`src/rtl/ram_loader_pkg.sv`:
```
// ============================================================================
//  Module   : ram_loader_pkg
//  Purpose  : Shared RAM geometry and loader FSM state encoding.
//  Revision : 1.0 - initial release
// ============================================================================
`default_nettype none

package ram_loader_pkg;

    localparam int ADDR_W = 4;
    localparam int DATA_W = 8;
    localparam int DEPTH  = 1 << ADDR_W;

    typedef enum logic [2:0] {
        IDLE      = 3'd0,
        WAIT_BYTE = 3'd1,
        SETUP     = 3'd2,
        STROBE    = 3'd3,
        RELEASE   = 3'd4,
        FINISH    = 3'd5
    } state_t;

endpackage

`default_nettype wire

```
`src/rtl/loader_addr_ctr.sv`:
```
// ============================================================================
//  Module   : loader_addr_ctr
//  Purpose  : Loadable wrapping address counter plus remaining-words counter.
//  Revision : 1.0 - initial release
// ============================================================================
`default_nettype none

module loader_addr_ctr #(
    parameter int ADDR_W = 4,
    parameter int CNT_W  = ADDR_W + 1
) (
    input  logic              clk,
    input  logic              rst,
    input  logic              load,
    input  logic [ADDR_W-1:0] load_addr,
    input  logic [CNT_W-1:0]  load_count,
    input  logic              step,
    output logic [ADDR_W-1:0] addr,
    output logic              last
);

    logic [CNT_W-1:0] r_remaining;

    // The address wraps naturally at its width, so 15 steps to 0.
    always_ff @(posedge clk) begin
        if (rst) begin
            addr        <= '0;
            r_remaining <= '0;
        end else if (load) begin
            addr        <= load_addr;
            r_remaining <= load_count;
        end else if (step) begin
            addr        <= addr + 1'b1;
            r_remaining <= r_remaining - 1'b1;
        end
    end

    assign last = (r_remaining == CNT_W'(1));

endmodule

`default_nettype wire

```
`src/rtl/ram_loader.sv`:
```
// ============================================================================
//  Module   : ram_loader
//  Purpose  : Streams bytes into the program RAM through its programming port.
//  Revision : 1.0 - initial release
// ============================================================================
`default_nettype none

module ram_loader #(
    parameter int ADDR_W = ram_loader_pkg::ADDR_W,
    parameter int DATA_W = ram_loader_pkg::DATA_W,
    parameter int DEPTH  = ram_loader_pkg::DEPTH
) (
    input  logic              clk,
    input  logic              rst,
    input  logic              start,
    input  logic [ADDR_W-1:0] start_addr,
    input  logic [ADDR_W:0]   length,
    input  logic              abort,
    input  logic [DATA_W-1:0] in_data,
    input  logic              in_valid,
    output logic              in_ready,
    output logic              prg_mode,
    output logic [ADDR_W-1:0] prg_addr,
    output logic [DATA_W-1:0] prg_data,
    output logic              prg_wr_en,
    output logic              cpu_hold,
    output logic              busy,
    output logic              done,
    output logic [ADDR_W:0]   words_written
);

    import ram_loader_pkg::*;

    localparam logic [ADDR_W:0] C_DEPTH = (ADDR_W+1)'(DEPTH);

    state_t            r_state;
    logic [ADDR_W:0]   w_eff_len;
    logic              w_load;
    logic              w_step;
    logic              w_last;

    // Zero means a full-RAM load; oversize requests saturate at the RAM depth.
    assign w_eff_len = ((length == '0) || (length > C_DEPTH)) ? C_DEPTH : length;

    assign w_load = (r_state == IDLE) && start && !abort;
    assign w_step = (r_state == RELEASE) && !abort;

    loader_addr_ctr #(
        .ADDR_W (ADDR_W),
        .CNT_W  (ADDR_W + 1)
    ) u_addr_ctr (
        .clk        (clk),
        .rst        (rst),
        .load       (w_load),
        .load_addr  (start_addr),
        .load_count (w_eff_len),
        .step       (w_step),
        .addr       (prg_addr),
        .last       (w_last)
    );

    always_ff @(posedge clk) begin
        if (rst) begin
            r_state       <= IDLE;
            in_ready      <= 1'b0;
            prg_mode      <= 1'b0;
            prg_data      <= '0;
            prg_wr_en     <= 1'b0;
            cpu_hold      <= 1'b0;
            busy          <= 1'b0;
            done          <= 1'b0;
            words_written <= '0;
        end else begin
            done <= 1'b0;
            if (abort && (r_state != IDLE)) begin
                // A strobe cut short here is never counted as written.
                r_state   <= IDLE;
                in_ready  <= 1'b0;
                prg_wr_en <= 1'b0;
                prg_mode  <= 1'b0;
                cpu_hold  <= 1'b0;
                busy      <= 1'b0;
            end else begin
                case (r_state)
                    IDLE: begin
                        if (start && !abort) begin
                            r_state       <= WAIT_BYTE;
                            words_written <= '0;
                            prg_mode      <= 1'b1;
                            cpu_hold      <= 1'b1;
                            busy          <= 1'b1;
                            in_ready      <= 1'b1;
                        end
                    end
                    WAIT_BYTE: begin
                        if (in_valid) begin
                            prg_data <= in_data;
                            in_ready <= 1'b0;
                            r_state  <= SETUP;
                        end
                    end
                    SETUP: begin
                        prg_wr_en <= 1'b1;
                        r_state   <= STROBE;
                    end
                    STROBE: begin
                        prg_wr_en <= 1'b0;
                        r_state   <= RELEASE;
                    end
                    RELEASE: begin
                        words_written <= words_written + 1'b1;
                        if (w_last) begin
                            done    <= 1'b1;
                            r_state <= FINISH;
                        end else begin
                            in_ready <= 1'b1;
                            r_state  <= WAIT_BYTE;
                        end
                    end
                    FINISH: begin
                        prg_mode <= 1'b0;
                        cpu_hold <= 1'b0;
                        busy     <= 1'b0;
                        r_state  <= IDLE;
                    end
                    default: begin
                        r_state <= IDLE;
                    end
                endcase
            end
        end
    end

endmodule

`default_nettype wire

```
`config.mk`:
```
export PLATFORM = sky130hd
export DESIGN_NAME = ram_loader
export DESIGN_NICKNAME = d
export VERILOG_FILES = /design/src/rtl/ram_loader_pkg.sv /design/src/rtl/loader_addr_ctr.sv /design/src/rtl/ram_loader.sv
export SDC_FILE = /design/constraint.sdc
export NUM_CORES = 1
export LEC_CHECK = 0
export CAP_MARGIN = 20
export CORE_MARGIN = 5
export CORE_UTILIZATION = 40
export CTS_CLUSTER_DIAMETER = 40
export DETAILED_ROUTE_END_ITERATION = 16
export PLACE_DENSITY = 0.75
export SYNTH_ARGS = -nofsm -noshare
export SYNTH_HDL_FRONTEND = slang
export SYNTH_SLANG_ARGS = --single-unit
```
`constraint.sdc`:
```
create_clock -name clk -period 1.6 [get_ports clk]
set_input_delay 0.32 -clock clk [delete_from_list [all_inputs] [get_ports clk]]
set_output_delay 0.32 -clock clk [all_outputs]
set_load 0.02 [all_outputs]
```
==> impl_metrics.yaml <==
route:
  dr.first_iter.drc_count: 56
  wl_per_cell_um: 14.4
  vias: 1617
  first_pass_iters: 4
  drc: 0
  routed_wl_mm: 4.34
  vias_per_cell: 5.37
  ant_nets: 0
final_layout:
  antenna_cells: 0
  drive_above_1_share_pct: 24.9
  final-instance-count-excl-fill: 301
  nNetsFinal: 279
  syn_to_final_growth_pct: 54.1
  utilization_pct: 64.5
floorplan:
  ios: 45
  initial_core_util_pct: 41.9
  fp-row-count: 22
  die_h_um: 72.1
  dieWidth_um: 72.1
  design.die.area_um2: 5200
  coreArea_um2: 3690
yosys:
  synth_compound_area_share_pct: 26.0
  syn_nets: 210
  synth.most_common_cell: "dfxtp_1"
  synth_top_family_by_area: "compound AO/OA/AOI/OAI gates"
  synth_area_leader_cell: "dfxtp_1"
  synthTopCellsByArea: "dfxtp_1 38%, o21ai_0 5.8%, a21oi_1 5.5%"
  synth_common_cells: "29 x dfxtp_1, 18 x o21ai_0, 17 x a21oi_1"
  synth.area.mux_share_pct: 0
  yosys.area_share.xor_xnor_pct: 0
  synth_simple_gate_area_share_pct: 24.2
  synth_edf_count: 0
  netlist_instances: 183
  ys.flop_type: "dfxtp_1"
  post_synth.cell_area_avg_um2: 8.44
  synth.distinct_cells: 45
  synth_fa_ha_area_share_pct: 4.05
  ys_seq_area_share_pct: 37.6
  yosysWarnings: 0
  synth_area_um2: 1540
  synthArstFlopShare_pct: 0
  postSynthRegisterBits: 29
  post-synth-top-area-fraction_pct: 37.6
min_path:
  hold-path-cell-count: 2
  hp-class: "reg2reg"
clocking:
  clockBufferDepth: 2
  ctsHoldBuffers: 0
  clockRootBuffer: "clkbuf_8"
  cts_max_level: 2
  cts.sinks: 29
  clock_latency_ps: 280
  cts_tree: "built"
  cts_buffers: 5
  path_clk_slew_ps: 60
setup_path:
  criticalPathCategory: "in2reg"
  endpoint_kind: "flip-flop"
  cp-start-kind: "input pin"
  cp.required_ps: 1820
  worstPathMaxFanout: 3
  arrival_ps: 1840
  reg2reg_depth: 5
global_routing:
  grt_pass1_vias: 1458
  grt_pass1_wl_mm: 6.79
  grt_overflow: 0
  grt_max_degree: 13
  antenna_found_initial: 0
  grt.total_usage_pct: 16.4
power:
  netSwitchingPower_uw: 446
  p_clk_share_pct: 34.9
  powerDensity_nw_per_um2: 700
  leakagePower_uw: 0.00104
  power_frac_comb_pct: 18.8
  p_sw_share_pct: 26.8
  internal_power_uw: 1220
  irDropWorstVdd_uv: 661
  seqPwrFrac_pct: 46.3
outcome:
  status: "finished with violations"
  violations: "setup timing"
timing:
  timing_hold_violations_final: 0
  fin_crit_ps: 1620
  skew_ps: 8.31
  finalWorstSetupSlack_ps: -20.9
  hold_ws_ps: 473
  final_max_slew_viol_count: 0
  slew_headroom_pct: 73.4
  setup-violations-final: 1
  rsz0062_at_grt: "true"
  finalCritPeriodShare_pct: 101
  setup_tns_ps: -20.9
  max_freq_mhz: 617
  tightest_slew_ps: 395
placed_design:
  numPortBuffers: 44
  place.gp.congestion: 0.816
  dp_hpwl_mm: 3.15
  dp.cells: 293
job:
  maxCapViolCount: 0
-- worst paths after layout --
kind	startpoint	to	slack [ps]
max reg2reg	u_addr_ctr.r_remaining[1]$_SDFFE_PP0P_	u_addr_ctr.r_remaining[4]$_SDFFE_PP0P_	10
max	length[0]	u_addr_ctr.r_remaining[1]$_SDFFE_PP0P_	-20
min	prg_data[0]$_SDFFE_PP0P_	prg_data[0]$_SDFFE_PP0P_	470
min reg2reg	prg_data[0]$_SDFFE_PP0P_	prg_data[0]$_SDFFE_PP0P_	470
-- per-layer routing --
metal	GRT usage, %	routed length [um]
met5	0	0
met3	3.05	214
met4	5.01	60
met2	27.1	2060
met1	21.6	2000
-- state kept, by name, summed over array words and instances (netlist names) --
register and count:
in_ready 1, prg_wr_en 1, busy 1, prg_data 8, u_addr_ctr.addr 4, u_addr_ctr.r_remaining 5, done 1, words_written 5
r_state 3
-- cells in the final DEF (no fill, tap or decap), types with 5 or more instances in the layout --
cell type        count
dlygate4sd2_1       10
nand2_1              8
o21ai_0             18
dfxtp_1             25
buf_4               32
or3_1                6
inv_1               12
clkbuf_8             5
nand3_1             13
clkdlybuf4s50_1     26
dlymetal6s2s_1       7
a21oi_1             15
-- cells by family (layout without fill, tap and decap cells) --
family / after synthesis / in the layout
compound gates: 61 / 61
fa+ha+maj: 5 / 5
buf+inv: 27 / 97
flops: 29 / 29
simple gates: 61 / 61
-- power groups by stage --
stage	Sequential [uW]	Clock [uW]	Combinational [uW]
after global routing	775	621	336
final	771	580	313
after CTS	770	594	308
after detailed placement	785	0	305
after floorplan	801	0	123
after global placement	784	0	302
-- critical path, stage by stage --
cell and delay (ps):
dlygate4sd2_1 240, or4_4 520, ha_4 230, nand2b_4 130, o32a_1 290, a21oi_2 100
-- stage by stage --
| step | power (uW) | area, um2 | worst slack (ps) |
|---|---|---|---|
| global placement | 1090 | 2220 | -543 |
| CTS | 1670 | 2330 | -51.8 |
| global route | 1730 | 2380 | -50.4 |
| detailed placement | 1090 | 2220 | -574 |
| finish | 1660 | 2380 | -20.9 |
| floorplan | 924 | 1550 | -106 |
-- area by class of cell --
type | instances | area, um2
fillers | 315 | 1310
multi-input cells | 127 | 908
repair buffers | 77 | 697
flip-flops and latches | 29 | 586
clock buffers | 6 | 72.6
well taps | 48 | 60.1
inverters | 12 | 45.0
clock inverters | 2 | 10.0
-- what timing repair did --
item	4_1_cts	5_1_grt
pin swaps	4	7
resized for setup	19	15
endpoints found under the setup margin	29	16
setup buffers	0	0
Power figures use the tool's default switching activity.
